`src/rtl/npu_pkg.sv`:
```
// npu_pkg: opcodes, sequencer states and status-byte layout
// shared by the NPU command controller slice.
package npu_pkg;

  localparam logic [7:0] OP_WR_W   = 8'h01;
  localparam logic [7:0] OP_WR_X   = 8'h02;
  localparam logic [7:0] OP_START  = 8'h03;
  localparam logic [7:0] OP_RD_R   = 8'h04;
  localparam logic [7:0] OP_STATUS = 8'h05;

  localparam int ST_BUSY = 0;
  localparam int ST_DONE = 1;
  localparam int ST_ERR  = 2;

  typedef enum logic [2:0] {
    S_IDLE,
    S_OPCODE,
    S_ADDR,
    S_WRITE,
    S_RD_FETCH,
    S_RD_LOAD,
    S_RD_WAIT,
    S_DRAIN
  } state_t;

  function automatic logic op_legal(input logic [7:0] op);
    return op inside {OP_WR_W, OP_WR_X, OP_START,
                      OP_RD_R, OP_STATUS};
  endfunction

endpackage

```
`src/rtl/npu_cmd_ctrl_if.sv`:
```
// npu_cmd_ctrl_if: SPI byte stream, buffer/result ports and
// core launch handshake between the sequencer and its peers.
interface npu_cmd_ctrl_if #(
  parameter int ADDR_W = 8
);
  logic              frame_start;
  logic              frame_end;
  logic              rx_valid;
  logic [7:0]        rx_byte;
  logic              tx_load;
  logic [7:0]        tx_byte;
  logic              mem_we;
  logic              mem_sel;
  logic [ADDR_W-1:0] mem_addr;
  logic [7:0]        mem_wdata;
  logic              res_re;
  logic [ADDR_W-1:0] res_addr;
  logic [7:0]        res_rdata;
  logic              core_start;
  logic              core_done;

  modport master (
    input  frame_start, frame_end, rx_valid, rx_byte,
    input  res_rdata, core_done,
    output tx_load, tx_byte,
    output mem_we, mem_sel, mem_addr, mem_wdata,
    output res_re, res_addr, core_start
  );

  modport slave (
    output frame_start, frame_end, rx_valid, rx_byte,
    output res_rdata, core_done,
    input  tx_load, tx_byte,
    input  mem_we, mem_sel, mem_addr, mem_wdata,
    input  res_re, res_addr, core_start
  );
endinterface

```
`src/rtl/npu_watchdog.sv`:
```
// npu_watchdog: loadable down-counter; expire pulses on the
// last count so the owner sees it one cycle before zero.
module npu_watchdog #(
  parameter int TIMEOUT_W = 16
) (
  input  logic clk,
  input  logic rst_n,
  input  logic load,
  input  logic clear,
  output logic expire
);
  logic [TIMEOUT_W-1:0] cnt;

  always_ff @(posedge clk or negedge rst_n) begin
    if (!rst_n) begin
      cnt <= '0;
    end else if (load) begin
      cnt <= '1;
    end else if (clear) begin
      cnt <= '0;
    end else if (cnt != '0) begin
      cnt <= cnt - 1'b1;
    end
  end

  assign expire = (cnt == TIMEOUT_W'(1));

endmodule

```
`src/rtl/npu_cmd_ctrl.sv`:
```
// npu_cmd_ctrl: decodes SPI frames into buffer writes, core
// launches, result readback and status queries.
module npu_cmd_ctrl
  import npu_pkg::*;
#(
  parameter int ADDR_W    = 8,
  parameter int TIMEOUT_W = 16
) (
  input  logic           clk,
  input  logic           rst_n,
  npu_cmd_ctrl_if.master bus,
  output logic           done,
  output logic           err
);
  state_t            state;
  logic [7:0]        op_q;
  logic [ADDR_W-1:0] addr;
  logic [ADDR_W-1:0] addr_nx;
  logic              busy;
  logic              tx_src;
  logic [7:0]        tx_stat;
  logic [7:0]        stat;
  logic              byte_in;
  logic              op_byte;
  logic              done_ok;
  logic              launch;
  logic              start_rej;
  logic              status_cmd;
  logic              bad_cmd;
  logic              wd_expire;
  logic              expire_ok;

  // a new frame_start discards any byte of the aborted frame
  assign byte_in    = bus.rx_valid && !bus.frame_start;
  assign op_byte    = byte_in && (state == S_OPCODE);
  assign done_ok    = bus.core_done && busy;
  assign launch     = op_byte && (bus.rx_byte == OP_START)
                      && (!busy || bus.core_done);
  assign start_rej  = op_byte && (bus.rx_byte == OP_START)
                      && busy && !bus.core_done;
  assign status_cmd = op_byte && (bus.rx_byte == OP_STATUS);
  assign bad_cmd    = op_byte && !op_legal(bus.rx_byte);
  assign expire_ok  = wd_expire && !bus.core_done;
  assign addr_nx    = addr + 1'b1;

  always_comb begin
    stat          = '0;
    stat[ST_BUSY] = busy;
    stat[ST_DONE] = done;
    stat[ST_ERR]  = err;
  end

  // readback data arrives the same cycle as tx_load
  assign bus.tx_byte = tx_src ? bus.res_rdata : tx_stat;

  npu_watchdog #(
    .TIMEOUT_W(TIMEOUT_W)
  ) u_wd (
    .clk   (clk),
    .rst_n (rst_n),
    .load  (launch),
    .clear (done_ok),
    .expire(wd_expire)
  );

  always_ff @(posedge clk or negedge rst_n) begin
    if (!rst_n) begin
      busy <= 1'b0;
      done <= 1'b0;
      err  <= 1'b0;
    end else begin
      if (launch) begin
        busy <= 1'b1;
      end else if (done_ok || expire_ok) begin
        busy <= 1'b0;
      end
      if (launch) begin
        done <= 1'b0;
      end else if (done_ok) begin
        done <= 1'b1;
      end
      if (start_rej || bad_cmd || expire_ok) begin
        err <= 1'b1;
      end else if (status_cmd) begin
        err <= 1'b0;
      end
    end
  end

  always_ff @(posedge clk or negedge rst_n) begin
    if (!rst_n) begin
      state          <= S_IDLE;
      op_q           <= '0;
      addr           <= '0;
      tx_src         <= 1'b0;
      tx_stat        <= '0;
      bus.tx_load    <= 1'b0;
      bus.mem_we     <= 1'b0;
      bus.mem_sel    <= 1'b0;
      bus.mem_addr   <= '0;
      bus.mem_wdata  <= '0;
      bus.res_re     <= 1'b0;
      bus.res_addr   <= '0;
      bus.core_start <= 1'b0;
    end else begin
      bus.mem_we     <= 1'b0;
      bus.res_re     <= 1'b0;
      bus.tx_load    <= 1'b0;
      bus.core_start <= launch;
      unique case (state)
        S_OPCODE: if (byte_in) begin
          op_q <= bus.rx_byte;
          unique case (1'b1)
            (bus.rx_byte == OP_WR_W),
            (bus.rx_byte == OP_WR_X),
            (bus.rx_byte == OP_RD_R): state <= S_ADDR;
            (bus.rx_byte == OP_STATUS): begin
              tx_src      <= 1'b0;
              tx_stat     <= stat;
              bus.tx_load <= 1'b1;
              state       <= S_DRAIN;
            end
            default: state <= S_DRAIN;
          endcase
        end
        S_ADDR: if (byte_in) begin
          addr <= bus.rx_byte[ADDR_W-1:0];
          if (op_q == OP_RD_R) begin
            bus.res_re   <= 1'b1;
            bus.res_addr <= bus.rx_byte[ADDR_W-1:0];
            state        <= S_RD_FETCH;
          end else begin
            state <= S_WRITE;
          end
        end
        S_WRITE: if (byte_in) begin
          bus.mem_we    <= 1'b1;
          bus.mem_sel   <= (op_q == OP_WR_X);
          bus.mem_addr  <= addr;
          bus.mem_wdata <= bus.rx_byte;
          addr          <= addr_nx;
        end
        S_RD_FETCH: begin
          tx_src      <= 1'b1;
          bus.tx_load <= 1'b1;
          state       <= S_RD_LOAD;
        end
        S_RD_LOAD: state <= S_RD_WAIT;
        S_RD_WAIT: if (byte_in) begin
          addr         <= addr_nx;
          bus.res_addr <= addr_nx;
          bus.res_re   <= 1'b1;
          state        <= S_RD_FETCH;
        end
        default: ;
      endcase
      if (bus.frame_end) state <= S_IDLE;
      if (bus.frame_start) state <= S_OPCODE;
    end
  end

endmodule

```
`src/flat_wrapper.sv`:
```
// flat-port wrapper written by rule: the top's interface ports become plain ports
module npu_cmd_ctrl_flat import npu_pkg::*;
#(
  parameter int ADDR_W    = 8,
  parameter int TIMEOUT_W = 16
)
  (clk, rst_n, done, err, bus_frame_start, bus_frame_end, bus_rx_valid, bus_rx_byte, bus_res_rdata, bus_core_done, bus_tx_load, bus_tx_byte, bus_mem_we, bus_mem_sel, bus_mem_addr, bus_mem_wdata, bus_res_re, bus_res_addr, bus_core_start);
  npu_cmd_ctrl_if #(.ADDR_W(ADDR_W)) bus_i ();
  input  logic clk;
  input  logic rst_n;
  output logic done;
  output logic err;
  input wire logic [$bits(bus_i.frame_start)-1:0] bus_frame_start;
  input wire logic [$bits(bus_i.frame_end)-1:0] bus_frame_end;
  input wire logic [$bits(bus_i.rx_valid)-1:0] bus_rx_valid;
  input wire logic [$bits(bus_i.rx_byte)-1:0] bus_rx_byte;
  input wire logic [$bits(bus_i.res_rdata)-1:0] bus_res_rdata;
  input wire logic [$bits(bus_i.core_done)-1:0] bus_core_done;
  output wire logic [$bits(bus_i.tx_load)-1:0] bus_tx_load;
  output wire logic [$bits(bus_i.tx_byte)-1:0] bus_tx_byte;
  output wire logic [$bits(bus_i.mem_we)-1:0] bus_mem_we;
  output wire logic [$bits(bus_i.mem_sel)-1:0] bus_mem_sel;
  output wire logic [$bits(bus_i.mem_addr)-1:0] bus_mem_addr;
  output wire logic [$bits(bus_i.mem_wdata)-1:0] bus_mem_wdata;
  output wire logic [$bits(bus_i.res_re)-1:0] bus_res_re;
  output wire logic [$bits(bus_i.res_addr)-1:0] bus_res_addr;
  output wire logic [$bits(bus_i.core_start)-1:0] bus_core_start;
  assign bus_i.frame_start = bus_frame_start;
  assign bus_i.frame_end = bus_frame_end;
  assign bus_i.rx_valid = bus_rx_valid;
  assign bus_i.rx_byte = bus_rx_byte;
  assign bus_i.res_rdata = bus_res_rdata;
  assign bus_i.core_done = bus_core_done;
  assign bus_tx_load = bus_i.tx_load;
  assign bus_tx_byte = bus_i.tx_byte;
  assign bus_mem_we = bus_i.mem_we;
  assign bus_mem_sel = bus_i.mem_sel;
  assign bus_mem_addr = bus_i.mem_addr;
  assign bus_mem_wdata = bus_i.mem_wdata;
  assign bus_res_re = bus_i.res_re;
  assign bus_res_addr = bus_i.res_addr;
  assign bus_core_start = bus_i.core_start;
  npu_cmd_ctrl #(.ADDR_W(ADDR_W), .TIMEOUT_W(TIMEOUT_W)) u_core (.clk(clk), .rst_n(rst_n), .bus(bus_i), .done(done), .err(err));
endmodule
```
`config.mk`:
```
export PLATFORM = sky130hd
export DESIGN_NAME = npu_cmd_ctrl_flat
export DESIGN_NICKNAME = d
export VERILOG_FILES = /design/src/rtl/npu_pkg.sv /design/src/rtl/npu_cmd_ctrl_if.sv /design/src/rtl/npu_watchdog.sv /design/src/rtl/npu_cmd_ctrl.sv /design/src/flat_wrapper.sv
export SDC_FILE = /design/constraint.sdc
export NUM_CORES = 1
export LEC_CHECK = 0
export ABC_AREA = 1
export CORE_MARGIN = 4
export CORE_UTILIZATION = 53
export CTS_CLUSTER_DIAMETER = 40
export DETAILED_ROUTE_END_ITERATION = 10
export GPL_TIMING_DRIVEN = 0
export HOLD_SLACK_MARGIN = 0.15
export PLACE_DENSITY = 0.88
export SYNTH_ARGS = -nofsm -noshare
export SYNTH_HDL_FRONTEND = slang
export SYNTH_SLANG_ARGS = --single-unit
```
`constraint.sdc`:
```
create_clock -name clk -period 1.8 [get_ports clk]
set_input_delay 0.18 -clock clk [delete_from_list [all_inputs] [get_ports clk]]
set_output_delay 0.18 -clock clk [all_outputs]
set_load 0.02 [all_outputs]
```
==> results of run 1 <==
final cells by class:
| type | count | area share, % |
|---|---|---|
| clock inverter | 5 | 1.27 |
| clock buffer | 11 | 3.11 |
| timing repair buffer | 66 | 14.1 |
| buffer | 9 | 1.21 |
| sequential | 71 | 39.1 |
| tap | 77 | 2.12 |
| inverter | 66 | 5.45 |
| multi-input combinational | 312 | 33.6 |
worst max path at each step:
stage               depth (start not counted)  slack, ps                              end                            from
finish                                      9         50  u_core.u_wd.cnt[12]$_DFFE_PN0P_  u_core.u_wd.cnt[0]$_DFFE_PN0P_
global route                                9        -30  u_core.u_wd.cnt[12]$_DFFE_PN0P_  u_core.u_wd.cnt[0]$_DFFE_PN0P_
CTS                                         3          9                   bus_tx_byte[6]       u_core.tx_src$_DFFE_PN0P_
detailed placement                          7       -130   u_core.u_wd.cnt[3]$_DFFE_PN0P_  u_core.u_wd.cnt[0]$_DFFE_PN0P_
global placement                            1      -1720      u_core.state[2]$_DFFE_PN0P_                           rst_n
floorplan                                   7        290  u_core.u_wd.cnt[10]$_DFFE_PN0P_  u_core.u_wd.cnt[0]$_DFFE_PN0P_
tightest hold or removal path, cell delays in order (launching register included):
cell	delay, ps
dfrtp_1	350
nand2_1	50
nand2_1	50
logic make-up (layout without fill, tap and decap cells):
family,after synthesis,after routing
xor gates and xnor gates,15,15
buffers and inverters,76,157
AOI/OAI and AO/OA,80,80
and+or+nand+nor,214,214
DFF,71,71
adders and majority gates,3,3
layout by cell type, fill, tap and decap left out, types with 2 or more instances in the layout:
cell type	Yosys	final
clkdlybuf4s50_1	0	56
nor3_1	4	4
nor2_2	2	3
clkinv_4	0	2
dfrtp_1	71	70
nand4_1	5	5
xnor2_1	5	5
o21ai_0	60	60
clkbuf_8	0	10
inv_2	4	4
nand3_1	25	25
o211ai_1	3	3
buf_4	3	9
clkbuf_1	5	4
o21bai_1	2	2
xor2_1	10	10
inv_1	62	62
a21oi_1	7	6
clkinv_2	0	2
nor2_1	45	43
dlygate4sd2_1	0	3
ha_1	3	2
o21ai_2	4	4
nand2_1	129	129
flip-flops by register name, summed over array words and instances (netlist names):
name and count:
u_core.addr 8, u_core.bus.core_start 1, u_core.bus.mem_addr 8, u_core.bus.mem_sel 1
u_core.bus.mem_wdata 8, u_core.bus.mem_we 1, u_core.bus.res_addr 8, u_core.bus.res_re 1
u_core.bus.tx_load 1, u_core.busy 1, u_core.done 1, u_core.err 1
u_core.op_q 8, u_core.state 3, u_core.tx_src 1, u_core.tx_stat 3
u_core.u_wd.cnt 16
metal layers:
layer | GRT usage, % | wire [um]
met1 | 25.8 | 3520
met2 | 39.0 | 4490
met3 | 5.01 | 610
met4 | 11.7 | 296
met5 | 0 | 0
metrics by stage:
stage / setup TNS (ps) / cells / utilization, %
2_1_floorplan: 0 / 459 / -
3_3_place_gp: -122310 / 596 / 66.3
3_5_place_dp: -2390 / 596 / 66.2
4_1_cts: 0 / 612 / 69.4
5_1_grt: -29.9 / 617 / 70.3
6_report: 0 / 617 / 70.3
what timing repair did:
action / in CTS / in global routing
gates resized for setup: 5 / 7
pin swaps: 0 / 2
endpoints found under the setup margin: 18 / 20
buffers inserted: 0 / 5
endpoints found under the hold margin: 71 / 0
cloned: 0 / 0
hold buffers: 1 / 0
power breakdown:
group	switching (uW)	total [uW]	internal [uW]
combinational	1020	1820	803
clock	608	1290	678
sequential	306	2330	2030
total	1930	5440	3510
==> results.md, run 1 <==
* Status: completed
* Clock buffer depth at 2
* Pwr Density at 1200 nW/um^2
* Hold Path Stages at 2
* Worst-Skew Late Latency at 350 ps
* DRC errors left at 0
* Simple-Gate Fraction of Synth Area at roughly a quarter
* Fin. Hold Viols at 0
* Overflow after GRT at 0
* Wirelength, routed at 8920 um
* Vias in the first global route at 3326
* Fin worst setup slack at 54.8 ps
* Main synth FF type: dfrtp_1
* CTS tree: yes
* Min Tclk post-route at 1750 ps
* Core box area at 6460 sq um
* Detailed-route via count at 3334
* Syn Area/Cell at about 7.8 sq um
* Max cap viols at 0
* Slew margin rel. at a little over two fifths
* Largest net degree at the start of global routing at 72
* CP Buf/Inv Count at 2
* Slowest stage cell, crit path: dfrtp_1
* Commonest cells post-synth: nand2_1 (129), dfrtp_1 (71), inv_1 (62)
* Worst setup EP type: flip-flop
* Multiplexer share of the synthesized area at 0%
* Layout cell share with drive strength beyond 1 at 8.52%
* Final hold slack at 484 ps
* Final Wtd Congestion at 0.895
* Worst-Margin Slew at 868 ps
* Die width at 90.2 um
* Crit path cell chain: inv_1 > ha_2 > nand3_2 > nor2_4 > nand2_1 > inv_1 > nand3_1 > nand2_1 > o21ai_0
* # rows at 29
* Final Cycle Share at between 90% and 100%
* Gr usage total at 22.4%
* Drt initial violations at 215
* Post-Syn Area at 3580 sq um
* WP data required at 2010 ps
* HP Class: flip-flop to flip-flop
* Starting Density at 55.5%
* Synth Instances at between 400 and 500
* Initial antenna violation count at 0
* Routed WL per cell at 14.5 um
* Worst Path Arrival at 1960 ps
* Syn Nets at 484
* Num ports at between 60 and 70
* Yosys warns at 0
* Fmax at between 500 and 600 MHz
* Setup-failing EPs final at 0
* Area of the multi-input gates at 1530 sq um
* Pwr Total at 5440 uW
* XOR/XNOR Fraction of Synth Area at 3.67%
* Sinks on Clock Net at 71
* CP Class: flip-flop to flip-flop
* Clk_skew at 8.50 ps
* Top-area cell type share of the netlist area at 49.6%
* Hold Path Origin: u_core.bus.res_addr[7]$_DFFE_PN0P_
* Largest area contributor in the netlist: dfrtp_1
* Global-route wire length before repair at 14800 um
* Root Buffer Master: clkbuf_8
* Die height at about 90 um
* Via density at between 5 and 6
* Worst Setup Start Kind: flip-flop
* Fin area at 4540 sq um
* Top-count cell post-synth: nand2_1
* Worst-case reg-to-reg path depth at 9
* Detailed placement HPWL at 6340 um
* Synth Area in Compound Gates at between 10% and 20%
* Pre-antenna DRT Iters at 7
* Unique cell type count in the Yosys netlist at 29
* Worst R2R Start: u_core.u_wd.cnt[0]$_DFFE_PN0P_
* DP Area at 4280 sq um
* Reg-to-reg setup timing slack at 50 ps
* H-Tree Depth at 3
* Async set-reset flop share out of synthesis at 100%
* Layout area overhead at 26.8%
* R2r endpoint: u_core.u_wd.cnt[12]$_DFFE_PN0P_
* ANT cells at 0
* TritonCTS Buffers at 9
* Post-synthesis adder-cell area fraction at 1.05%
* Slew Limit Fails at 0
* Peak supply drop at 0.694 mV
* Largest delay share family, worst path: simple AND/OR/NAND/NOR gates
* Clock Pin Slew Worst Setup and Hold Paths at 80 ps
* Post-synth EDFFs at 0
* Largest family of logic cells by synthesized area: simple AND/OR/NAND/NOR gates
* Placement Setup Slack at -131 ps
* Hold EP: u_core.bus.res_addr[7]$_DFFE_PN0P_
* Pleak at 0.00223 uW
* Buffers added on ports at 60
* Synth top area cells: dfrtp_1 (50%), nand2_1 (14%), o21ai_0 (8.4%), inv_1 (6.5%), nor2_1 (4.7%)
* Remaining antenna violation count at 0
* Sequential cell area at between 1500 and 2000 sq um
* Sequential area share after synthesis at 49.6%
* CP max FO at 4
* Post-layout nets at 560
* Full die area at 8140 sq um
* Fillers at 502
* Slowest stage delay, CP at 420 ps
* Yosys reg bits at 71
No activity file was read; power rests on OpenSTA's default activity.
==> inputs of run 2 (changes only) <==
ABC_CLOCK_PERIOD_IN_PS = 1800   (was unset)
CORE_UTILIZATION = 55   (was 53)
CTS_BUF_LIST = sky130_fd_sc_hd__clkbuf_8   (was unset)
PLACE_DENSITY = 0.92   (was 0.88)
==> results.md, run 2 (synthesis results as in run 1) <==
* Buffers added on ports at 60
* Final Cycle Share at between 90 and 100%
* Overflow after GRT at 0
* Peak supply drop at 1.06 mV
* Pwr Density at 1230 nW/um^2
* Worst Path Arrival at roughly 1500 ps
* Slew margin rel. at approximately two fifths
* Largest delay share family, worst path: buffers and inverters
* Status: completed
* Slowest stage delay, CP at 620 ps
* Min Tclk post-route at roughly 1700 ps
* HP Class: flip-flop to flip-flop
* CP Class: flip-flop to primary output
* Full die area at 7870 sq um
* Commonest non-fill, non-tap cell in the layout: nand2_1
* Core box area at between 6000 and 7000 sq um
* Routed WL per cell at 14.7 um
* Fin. Hold Viols at 0
* Layout area overhead at 26.7%
* H-Tree Depth at 3
* DRC errors left at 0
* Fillers at between 400 and 500
* Worst-Margin Slew at 890 ps
* Max cap viols at 0
* CP Buf/Inv Count at 2
* # rows at 29
* Setup-failing EPs final at 0
* Most flops, register: u_core.u_wd.cnt
* Detailed placement HPWL at between 6000 and 7000 um
* RSZ-0062 raised after global routing: false
* Root Buffer Master: clkbuf_8
* Most frequent cells in the layout: nand2_1 (129), dfrtp_1 (70), inv_1 (64), o21ai_0 (60), clkdlybuf4s50_1 (56)
* Final Wtd Congestion at 0.926
* Clock Pin Slew Worst Setup and Hold Paths at 70 ps
* WL met3 at 661 um
* Reg-to-reg setup timing slack at 140 ps
* Sinks on Clock Net at 71
* TritonCTS Buffers at 9
* Pre-antenna DRT Iters at 5
* Vias in the first global route at ~3200
* Clk_skew at 7.29 ps
* Die width at 88.7 um
* Fin area at roughly 4500 sq um
* Fmax at 584 MHz
* Routed length on met2 at roughly 4700 um
* Crit path cell chain: nand2_1 > inv_1 > clkdlybuf4s50_1
* Met1 wire length at between 3000 and 4000 um
* Slew Limit Fails at 0
* Uppermost routed layer: met4
* Die height at 88.7 um
* CTS tree: yes
* Fin Setup TNS at 0 ps
* Clock buffer depth at 2
* Max reg flops at 16
* Gr usage total at 24.3%
* Worst setup EP type: primary output
* Worst Setup Start Kind: flip-flop
* Global-route wire length before repair at 14600 um
* Largest net degree at the start of global routing at 72
* Worst-Skew Late Latency at 350 ps
* Initial antenna violation count at 0
* Post-layout nets at 558
* Detailed-route via count at approximately 3300
* Num ports at 61
* Slowest stage cell, crit path: clkdlybuf4s50_1
* ANT cells at 0
* Starting Density at 56.4%
* CP max FO at 9
* Pleak at 0.00224 uW
* Layout cell share with drive strength beyond 1 at between 7 and 8%
* Drt initial violations at 234
* Via density at 5.39
* Remaining antenna violation count at 0
* DP Area at 4280 sq um
* Wirelength, routed at 9030 um
* WP data required at 1620 ps
run 2: through the flow:
stage	utilization, %	hold slack (ps)	instances	total power (uW)	worst slack, ps
after global placement	67.4	467	596	4050	-1700
after detailed placement	67.4	350	596	4140	-137
after CTS	71.0	490	612	5580	19.7
after floorplan	-	-116	459	3350	288
final	71.5	482	615	5570	88.1
after global routing	71.5	509	615	5910	25.0
run 2: layer usage:
| layer | track usage [%] | vias up |
|---|---|---|
| met4 | 10.4 | 0 |
| met1 | 28.4 | 1535 |
| met3 | 6.89 | 35 |
| li1 | - | 1600 |
| met2 | 41.8 | 144 |
| met5 | 0 | - |
run 2: what timing repair did:
item / CTS / global route
hold buffers: 1 / 0
pin swaps: 0 / 2
setup buffers: 0 / 3
resized for setup: 5 / 4
endpoints found under the hold margin: 71 / 0
endpoints found under the setup margin: 18 / 21
run 2: final timing paths:
kind	start	endpoint	depth (start not counted)
min in group asynchronous	rst_n	u_core.bus.mem_addr[2]$_DFFE_PN0P_	2
max in group asynchronous	rst_n	u_core.tx_src$_DFFE_PN0P_	2
worst max-delay path	u_core.tx_src$_DFFE_PN0P_	bus_tx_byte[6]	3
worst min-delay path	u_core.bus.res_addr[4]$_DFFE_PN0P_	u_core.bus.res_addr[4]$_DFFE_PN0P_	2
worst min register to register	u_core.bus.res_addr[4]$_DFFE_PN0P_	u_core.bus.res_addr[4]$_DFFE_PN0P_	2
worst max register to register	u_core.u_wd.cnt[0]$_DFFE_PN0P_	u_core.u_wd.cnt[10]$_DFFE_PN0P_	7
run 2: cell type report:
type,instances,area (sq um),share of cell area (%)
Buffer,9,55.1,1.21
Clock buffer,11,151,3.33
Clock inverter,5,72.6,1.60
Inverter,66,248,5.46
Multi-Input combinational cell,312,1510,33.3
Sequential cell,71,1780,39.2
Tap cell,77,96.3,2.12
Timing Repair Buffer,64,627,13.8
run 2: worst register-to-register path: stages (launching register included):
cell     delay (ps)
dfrtp_1         390
inv_1            70
ha_1            240
nand3_2         140
nor2_4           60
a21oi_2         300
inv_2           180
o21ai_0         200
run 2: report_power, final:
part           internal, uW  total (uW)  switching (uW)
Combinational           796        1810            1020
Clock                   844        1410             570
Sequential             2030        2340             312
Total                  3670        5570            1900
